`src/rtl/fifo_mac_reader_if.sv`:
```
// Handshake bundle between fifo_mac_reader, the operand FIFO read port and the result consumer.
// DATA_WIDTH defaults to the `DATA_WIDTH macro (8) when that macro is not supplied.
`ifndef DATA_WIDTH
`define DATA_WIDTH 8
`endif

interface fifo_mac_reader_if #(
  parameter int DATA_WIDTH = `DATA_WIDTH,
  parameter int ACC_WIDTH  = 2*DATA_WIDTH+4
);
  logic                  start;
  logic                  busy;
  logic                  n_empty;
  logic                  RE;
  logic [DATA_WIDTH-1:0] fifo_dout;
  logic [ACC_WIDTH-1:0]  acc_out;
  logic                  out_valid;
  logic                  out_ready;

  modport master (
    output start, n_empty, fifo_dout, out_ready,
    input  busy, RE, acc_out, out_valid
  );

  modport slave (
    input  start, n_empty, fifo_dout, out_ready,
    output busy, RE, acc_out, out_valid
  );
endinterface

```
`src/rtl/fifo_mac_reader.sv`:
```
// FIFO consumer that pops (A,B) operand pairs and multiply-accumulates them into a dot product.
// Optional macro SIGNED_MAC_EN selects two's-complement operands and a signed accumulator.
`ifndef DATA_WIDTH
`define DATA_WIDTH 8
`endif

module fifo_mac_reader #(
  parameter int DATA_WIDTH = `DATA_WIDTH,
  parameter int VEC_LEN    = 4,
  parameter int ACC_WIDTH  = 2*DATA_WIDTH+4
) (
  input  logic             clk,
  input  logic             rst_n,
  fifo_mac_reader_if.slave bus
);
  localparam int CW = (VEC_LEN < 2) ? 1 : $clog2(VEC_LEN);

  typedef enum logic [2:0] {
    IDLE  = 3'd0,
    REQ_A = 3'd1,
    CAP_A = 3'd2,
    REQ_B = 3'd3,
    CAP_B = 3'd4,
    DONE  = 3'd5
  } state_t;

  state_t                state;
  logic [CW-1:0]         cnt;
  logic [DATA_WIDTH-1:0] a_q;
  logic [ACC_WIDTH-1:0]  acc;
  logic                  vld;
  logic                  bsy;
  logic [2*DATA_WIDTH-1:0] prod;
  logic [ACC_WIDTH-1:0]  prod_ext;
  logic                  last;

`ifdef SIGNED_MAC_EN
  // Operands are sign-extended to the product width so the low half is the exact signed product.
  assign prod     = $signed({{DATA_WIDTH{a_q[DATA_WIDTH-1]}}, a_q}) *
                    $signed({{DATA_WIDTH{bus.fifo_dout[DATA_WIDTH-1]}}, bus.fifo_dout});
  assign prod_ext = ACC_WIDTH'($signed(prod));
`else
  assign prod     = {{DATA_WIDTH{1'b0}}, a_q} * {{DATA_WIDTH{1'b0}}, bus.fifo_dout};
  assign prod_ext = ACC_WIDTH'(prod);
`endif

  assign last = (cnt == CW'(VEC_LEN-1));

  // Pop only when a word is present; REQ states last at least one cycle between pops.
  assign bus.RE        = bus.n_empty && ((state == REQ_A) || (state == REQ_B));
  assign bus.acc_out   = acc;
  assign bus.out_valid = vld;
  assign bus.busy      = bsy;

  always_ff @(posedge clk or negedge rst_n) begin
    if (!rst_n) begin
      state <= IDLE;
      cnt   <= '0;
      a_q   <= '0;
      acc   <= '0;
      vld   <= 1'b0;
      bsy   <= 1'b0;
    end else begin
      case (state)
        IDLE: begin
          if (bus.start) begin
            state <= REQ_A;
            acc   <= '0;
            cnt   <= '0;
            bsy   <= 1'b1;
          end
        end
        REQ_A: if (bus.n_empty) state <= CAP_A;
        CAP_A: begin
          a_q   <= bus.fifo_dout;
          state <= REQ_B;
        end
        REQ_B: if (bus.n_empty) state <= CAP_B;
        CAP_B: begin
          acc <= acc + prod_ext;
          cnt <= cnt + 1'b1;
          if (last) begin
            state <= DONE;
            vld   <= 1'b1;
          end else begin
            state <= REQ_A;
          end
        end
        DONE: begin
          if (bus.out_ready) begin
            state <= IDLE;
            vld   <= 1'b0;
            bsy   <= 1'b0;
          end
        end
        default: begin
          state <= IDLE;
          vld   <= 1'b0;
          bsy   <= 1'b0;
        end
      endcase
    end
  end
endmodule

```
`src/flat_wrapper.sv`:
```
// flat-port wrapper written by rule: the top's interface ports become plain ports
module fifo_mac_reader_flat 
#(
  parameter int DATA_WIDTH = `DATA_WIDTH,
  parameter int VEC_LEN    = 4,
  parameter int ACC_WIDTH  = 2*DATA_WIDTH+4
)
  (clk, rst_n, bus_start, bus_n_empty, bus_fifo_dout, bus_out_ready, bus_busy, bus_RE, bus_acc_out, bus_out_valid);
  fifo_mac_reader_if #(.DATA_WIDTH(DATA_WIDTH), .ACC_WIDTH(ACC_WIDTH)) bus_i ();
  input  logic clk;
  input  logic rst_n;
  input wire logic [$bits(bus_i.start)-1:0] bus_start;
  input wire logic [$bits(bus_i.n_empty)-1:0] bus_n_empty;
  input wire logic [$bits(bus_i.fifo_dout)-1:0] bus_fifo_dout;
  input wire logic [$bits(bus_i.out_ready)-1:0] bus_out_ready;
  output wire logic [$bits(bus_i.busy)-1:0] bus_busy;
  output wire logic [$bits(bus_i.RE)-1:0] bus_RE;
  output wire logic [$bits(bus_i.acc_out)-1:0] bus_acc_out;
  output wire logic [$bits(bus_i.out_valid)-1:0] bus_out_valid;
  assign bus_i.start = bus_start;
  assign bus_i.n_empty = bus_n_empty;
  assign bus_i.fifo_dout = bus_fifo_dout;
  assign bus_i.out_ready = bus_out_ready;
  assign bus_busy = bus_i.busy;
  assign bus_RE = bus_i.RE;
  assign bus_acc_out = bus_i.acc_out;
  assign bus_out_valid = bus_i.out_valid;
  fifo_mac_reader #(.DATA_WIDTH(DATA_WIDTH), .VEC_LEN(VEC_LEN), .ACC_WIDTH(ACC_WIDTH)) u_core (.clk(clk), .rst_n(rst_n), .bus(bus_i));
endmodule
```
`config.mk`:
```
export PLATFORM = sky130hd
export DESIGN_NAME = fifo_mac_reader_flat
export DESIGN_NICKNAME = d
export VERILOG_FILES = /design/src/rtl/fifo_mac_reader_if.sv /design/src/rtl/fifo_mac_reader.sv /design/src/flat_wrapper.sv
export SDC_FILE = /design/constraint.sdc
export NUM_CORES = 1
export LEC_CHECK = 0
export CORE_UTILIZATION = 58
export CTS_CLUSTER_SIZE = 28
export DETAILED_ROUTE_END_ITERATION = 6
export GPL_ROUTABILITY_DRIVEN = 0
export HOLD_SLACK_MARGIN = 0.12
export PLACE_DENSITY = 0.8
export SLEW_MARGIN = 20
export SYNTH_ARGS = -nofsm -noshare
export SYNTH_HDL_FRONTEND = slang
export SYNTH_SLANG_ARGS = --single-unit
export TNS_END_PERCENT = 100
```
`constraint.sdc`:
```
create_clock -name clk -period 5.5 [get_ports clk]
set_input_delay 1.1 -clock clk [delete_from_list [all_inputs] [get_ports clk]]
set_output_delay 1.1 -clock clk [all_outputs]
set_load 0.005 [all_outputs]
```
==> metrics, run 1 <==
total gr overflow 0; Seq cells post-synth 35; Critical Path Sink Type flip-flop; DRC 0; Post-CTS Resized 0; Final Util 71.5%; total number of vias 3312; synthesis warning total 0; clock slew at reported path FFs 0.09 ns; final instance area 0.00489 mm^2; syn_area_per_cell 8.99 um^2; Core ar. 0.00683 mm^2; Synth Instances 461; Hold Buf Count CTS 0; GRT Util Overall 27.9%; die width 86.5 um; Hold Vio Cnt, Final 0; fillers 520; maximum clock rate 0.187 GHz; vias in the first global route 3357; unrepaired setup endpoints after global routing no; CP startpoint kind input port; Cell Area, Placed 0.00476 mm^2; Setup WS pre-CTS -0.175 ns; CTS tree built; clock skew 0.00537 ns; sequential area share after synthesis 21.1%; Port Buf Inserts 35; Worst Setup Path Type in -> reg; post-layout min period 5.35 ns; synthesis-to-finish area growth 17.9%; row count 30; status complete, no violations; headroom to the max-slew limit 28.5%; Post-synth EDFFs 0; # setup viols final 0; most common library cell in the layout ignoring fill and taps inv_1; TritonRoute pass-1 iters 4; Worst EP arrival 5.59 ns; Net Count, Synth 566; Post-DRT Antenna Nets 0; n_diodes 0; antenna violations before repair 0; Slew Limit Fails 0; Avg WL per Cell 15.3 um; Post-CTS Repair Setup Buffers 0; setup TNS 0 ns; most frequent cells in the layout 103 x inv_1, 60 x nand2_1, 50 x fa_1; full die area 0.00749 mm^2; clock sinks 35; Max Cap Viol 0; via density per instance 5.41; IO Pins 36; ys flop type dfrtp_1; share of layout cells above drive strength 1 10.1%; H-tree levels 2; asr flop ratio synth 100%; Slew @ Worst Pin 1.06 ns; clock latency on the worst-skew pair 0.31 ns; largest net degree at the start of global routing 36; post-synth cell types 43; Routed WL 9350 um; mapped cell area 0.00415 mm^2; Die H 86.5 um; Initial Util 60.7%; Worst Slack Setup Final 0.146 ns; fin nets 620; CTS Root Buffer Type clkbuf_8; final worst path period share 97.3%; Clock Path Buffers 2; worst-path fanout max 6; Post-DP HPWL 7280 um; Crit path required time 5.74 ns; type of the worst min-delay path reg -> reg; initial drt markers 131; first-pass GRT wire length 16100 um; number of buffers created by CTS 5
final timing paths:
| path | start | to | slack (ns) | cells after the start |
|---|---|---|---|---|
| max | bus_fifo_dout[4] | u_core.bus.acc_out[17] | 0.15 | 16 |
| min | u_core.bus.acc_out[19] | u_core.bus.acc_out[19] | 0.50 | 1 |
| min in group asynchronous | rst_n | u_core.bus.busy | 1.22 | 2 |
| min reg2reg | u_core.bus.acc_out[19] | u_core.bus.acc_out[19] | 0.50 | 1 |
| max reg2reg | u_core.a_q[4] | u_core.bus.acc_out[17] | 0.94 | 15 |
| max in group asynchronous | rst_n | u_core.bus.acc_out[12] | 3.93 | 2 |
per-layer routing:
layer / vias to the layer above / global-route usage, % / wire length (um)
li1: 1563 / - / -
met1: 1646 / 39.1 / 4240
met2: 87 / 45.6 / 4530
met3: 16 / 3.05 / 411
met4: 0 / 9.09 / 167
met5: - / 0 / 0
cells by family (layout without fill, tap and decap cells):
| family | count (synthesis) | in the layout | share of synthesized area (%) |
|---|---|---|---|
| compound gates | 76 | 76 | 12.1 |
| simple gates | 120 | 120 | 14.3 |
| xor+xnor | 11 | 11 | 2.32 |
| flops | 35 | 35 | 21.1 |
| buf+inv | 117 | 172 | 10.7 |
| fa+ha+maj | 92 | 92 | 36.8 |
| mux | 10 | 10 | 2.69 |
per-stage QoR:
stage | std cells | hold WS, ns
after global placement | 604 | 0.467
final | 612 | 0.497
after global routing | 612 | 0.512
after detailed placement | 604 | 0.476
after floorplan | 461 | 0.467
after CTS | 612 | 0.498
state kept, by name, indices dropped and copies added (netlist names):
signal,flops
u_core.bus.busy,1
u_core.cnt,2
u_core.a_q,8
u_core.state,3
u_core.bus.out_valid,1
u_core.bus.acc_out,20
Yosys cell counts, drive strengths merged (2+ instances only):
| cell type | count | share of area [%] |
|---|---|---|
| a21o | 3 | 0.54 |
| fa | 50 | 24 |
| nor3 | 2 | 0.24 |
| nand2 | 60 | 5.4 |
| clkbuf | 11 | 1.0 |
| a21oi | 16 | 2.4 |
| o31ai | 2 | 0.36 |
| nand4 | 3 | 0.45 |
| a31oi | 2 | 0.30 |
| o21a | 2 | 0.36 |
| nand3 | 5 | 0.60 |
| ha | 42 | 13 |
| o21ai | 27 | 3.3 |
| o2bb2ai | 2 | 0.42 |
| a221oi | 3 | 0.63 |
| nor2 | 7 | 0.63 |
| a211oi | 6 | 1.1 |
| and3 | 6 | 0.94 |
| buf | 3 | 0.33 |
| xnor2 | 4 | 0.85 |
| dfrtp | 35 | 21 |
| xor2 | 7 | 1.5 |
| inv | 103 | 9.3 |
| mux2 | 9 | 2.4 |
| a22o | 5 | 1.1 |
| and2 | 32 | 4.8 |
| o211ai | 4 | 0.85 |
critical path: stages:
cell	delay, ns
clkdlybuf4s50_1	0.61
nand2_1	0.12
fa_1	0.55
inv_1	0.05
fa_1	0.48
fa_1	0.57
inv_1	0.07
fa_1	0.54
inv_1	0.04
ha_1	0.34
o21ai_0	0.11
buf_4	0.16
a21oi_4	0.19
a21oi_2	0.09
or4_1	0.47
nand3_1	0.11
cell type report:
type	count	area, um^2	area share [%]
Clock inverter	3	47.5	0.973
Tap cell	96	120	2.46
Clock buffer	5	68.8	1.41
Inverter	103	387	7.91
Multi-Input combinational cell	309	2830	58.0
Timing Repair Buffer	61	556	11.4
Sequential cell	35	876	17.9
Power of run 1 is left out: the tool's default activity adds up to more than one toggle a clock period on the data nets, which glitch-free logic cannot reach.
==> run 2: changes to the inputs <==
--- a/config.mk
+++ b/config.mk
@@ -5,6 +5,7 @@
 export SDC_FILE = /design/constraint.sdc
 export NUM_CORES = 1
 export LEC_CHECK = 0
+export ABC_CLOCK_PERIOD_IN_PS = 5500
 export CORE_UTILIZATION = 58
 export CTS_CLUSTER_SIZE = 28
 export DETAILED_ROUTE_END_ITERATION = 6
==> results of run 2 <==
No change in the layout: final DEF, timing and power equal those of run 1.
Power of run 2 is left out for the same reason.
==> run 3: changes to the inputs <==
--- a/config.mk
+++ b/config.mk
@@ -6,6 +6,7 @@
 export NUM_CORES = 1
 export LEC_CHECK = 0
 export ABC_CLOCK_PERIOD_IN_PS = 5500
+export CORE_MARGIN = 2
 export CORE_UTILIZATION = 58
 export CTS_CLUSTER_SIZE = 28
 export DETAILED_ROUTE_END_ITERATION = 6
==> metrics, run 3 (synthesis results as in run 1) <==
Routed WL 9390 um (+0.42%); vias in the first global route 3544 (+5.6%); Worst path depth 18 (+2); CTS tree built; antenna violations before repair 0 (unchanged); unrepaired setup endpoints after global routing no; maximum clock rate 0.190 GHz (+1.5%); n_diodes 0 (unchanged); Post-DP HPWL 7460 um (+2.4%); Avg WL per Cell 15.4 um (+0.58%); Worst EP arrival 5.51 ns (-0.08 ns); Hold Vio Cnt, Final 0 (unchanged); IO Pins 36 (unchanged); hold path cells 1 (unchanged); CP startpoint kind input port; Final Util 70.9% (-0.61 points); fin nets 619 (-0.16%); Worst path max stage delay 0.60 ns (about the same); Post-DRT Antenna Nets 0 (unchanged); Crit path required time 5.73 ns (about the same); Slew Limit Fails 0 (unchanged); synthesis-to-finish area growth 17.5%; Critical Path Most Common Cell inv_1; clock skew 0.00715 ns (+0.00178 ns); Max Cap Viol 0 (unchanged); cell family with most CP delay adder cells; Slew @ Worst Pin 1.00 ns (-0.0630 ns); # setup viols final 0 (unchanged); Hold Buf Count CTS 0 (unchanged); Clock Path Buffers 2 (unchanged); WP buf/inv 5 (unchanged); Critical Path Sink Type flip-flop; Initial Util 60.3% (-0.33 points); GRT Util Overall 27.5% (-0.35 points); type of the worst min-delay path reg -> reg; DRC 0 (unchanged); final instance area 0.00487 mm^2 (-0.31%); fillers 520 (unchanged); max FFs per register 20 (unchanged); Die H 88.5 um (+2.3%); largest net degree at the start of global routing 36 (unchanged); die width 88.5 um (+2.3%); Worst Setup Path Type in -> reg; number of buffers created by CTS 5 (unchanged); final worst path period share 95.9% (-1.5 points); most frequent cells in the layout 103 x inv_1, 60 x nand2_1, 50 x fa_1; worst-path fanout max 7 (+1); most common library cell in the layout ignoring fill and taps inv_1; Hold Slack 0.487 ns (-0.00951 ns); via density per instance 5.38 (-0.59%); Cell Area, Placed 0.00475 mm^2 (-0.16%); initial drt markers 110 (-16%); CTS Root Buffer Type clkbuf_8; crit-path cells clkdlybuf4s50_1 > nand2_1 > fa_1 > inv_1 > ha_1 > ha_1 > inv_1 > fa_1 > inv_1 > ha_1 > inv_1 > fa_1 > and2b_1 > o211ai_2 > a21oi_4 > a21oi_2 > or4_1 > nand3_1; post-layout min period 5.27 ns (-0.0809 ns); FF-to-FF path depth 14 (-1); clock latency on the worst-skew pair 0.30 ns (about the same); status complete, no violations; H-tree levels 2 (unchanged); total number of vias 3287 (-0.75%); Slowest-stage cell, CP clkdlybuf4s50_1; clock slew at reported path FFs 0.08 ns (about the same); headroom to the max-slew limit 32.7% (+4.2 points); share of layout cells above drive strength 1 10.1% (+0.020 points); Port Buf Inserts 35 (unchanged); clock sinks 35 (unchanged); setup TNS 0 ns (unchanged); TritonRoute pass-1 iters 5 (+1); row count 30 (unchanged); total gr overflow 0 (unchanged); first-pass GRT wire length 16500 um (+2.7%); Core ar. 0.00687 mm^2 (+0.55%); full die area 0.00784 mm^2 (+4.7%)
## run 3: cell types whose count changed in the layout (fill, tap and decap cells not counted), sizes merged
| cell | delta |
|---|---|
| clkinvlp | +1 |
| buf | -1 |
| clkdlybuf4s50 | -2 |
| clkbuf | +1 |
| bufinv | -1 |
| dlymetal6s2s | +2 |
| inv | -1 |
## run 3: final timing paths
| path | start | to | slack [ns] |
|---|---|---|---|
| min | u_core.bus.acc_out[19] | u_core.bus.acc_out[19] | 0.49 |
| max reg2reg | u_core.a_q[3] | u_core.bus.acc_out[19] | 0.91 |
| max in group asynchronous | rst_n | u_core.bus.acc_out[12] | 3.93 |
| min in group asynchronous | rst_n | u_core.bus.busy | 1.23 |
| min reg2reg | u_core.bus.acc_out[19] | u_core.bus.acc_out[19] | 0.49 |
| max | bus_fifo_dout[1] | u_core.bus.acc_out[17] | 0.23 |
## run 3: repair_timing
item	CTS	global route
gates resized for setup	0	9
endpoints found under the setup margin	0	7
endpoints found under the hold margin	0	0
setup buffers	0	0
## run 3: cell type report
| type | instances | area [um^2] | share of cell area (%) |
|---|---|---|---|
| clock buffers | 6 | 82.6 | 1.70 |
| clock inverters | 2 | 16.3 | 0.334 |
| inverters | 103 | 387 | 7.94 |
| multi-input cells | 309 | 2840 | 58.2 |
| flip-flops and latches | 35 | 876 | 18.0 |
| well taps | 96 | 120 | 2.47 |
| repair buffers | 60 | 553 | 11.4 |
## run 3: layer usage
layer,vias to the layer above,track usage [%],wire [um]
met5,-,0,0
met3,15,3.82,443
met4,0,7.16,208
met1,1608,37.3,4070
met2,93,47.0,4670
li1,1571,-,-
## run 3: worst register-to-register path: cells and delay by family (launching register included)
kind | cells | cell delay [ns]
AOI/OAI and AO/OA | 5 | 0.96
adders and majority gates | 5 | 2.48
buffers and inverters | 2 | 0.10
DFF | 1 | 0.52
muxes | 1 | 0.14
and+or+nand+nor | 1 | 0.26
## run 3: through the flow
step	worst slack (ns)	cells
2_1_floorplan	0.544	461
3_3_place_gp	-0.132	603
3_5_place_dp	-0.166	603
4_1_cts	0.136	611
5_1_grt	0.0109	611
6_report	0.227	611
Power of run 3 is left out for the same reason.
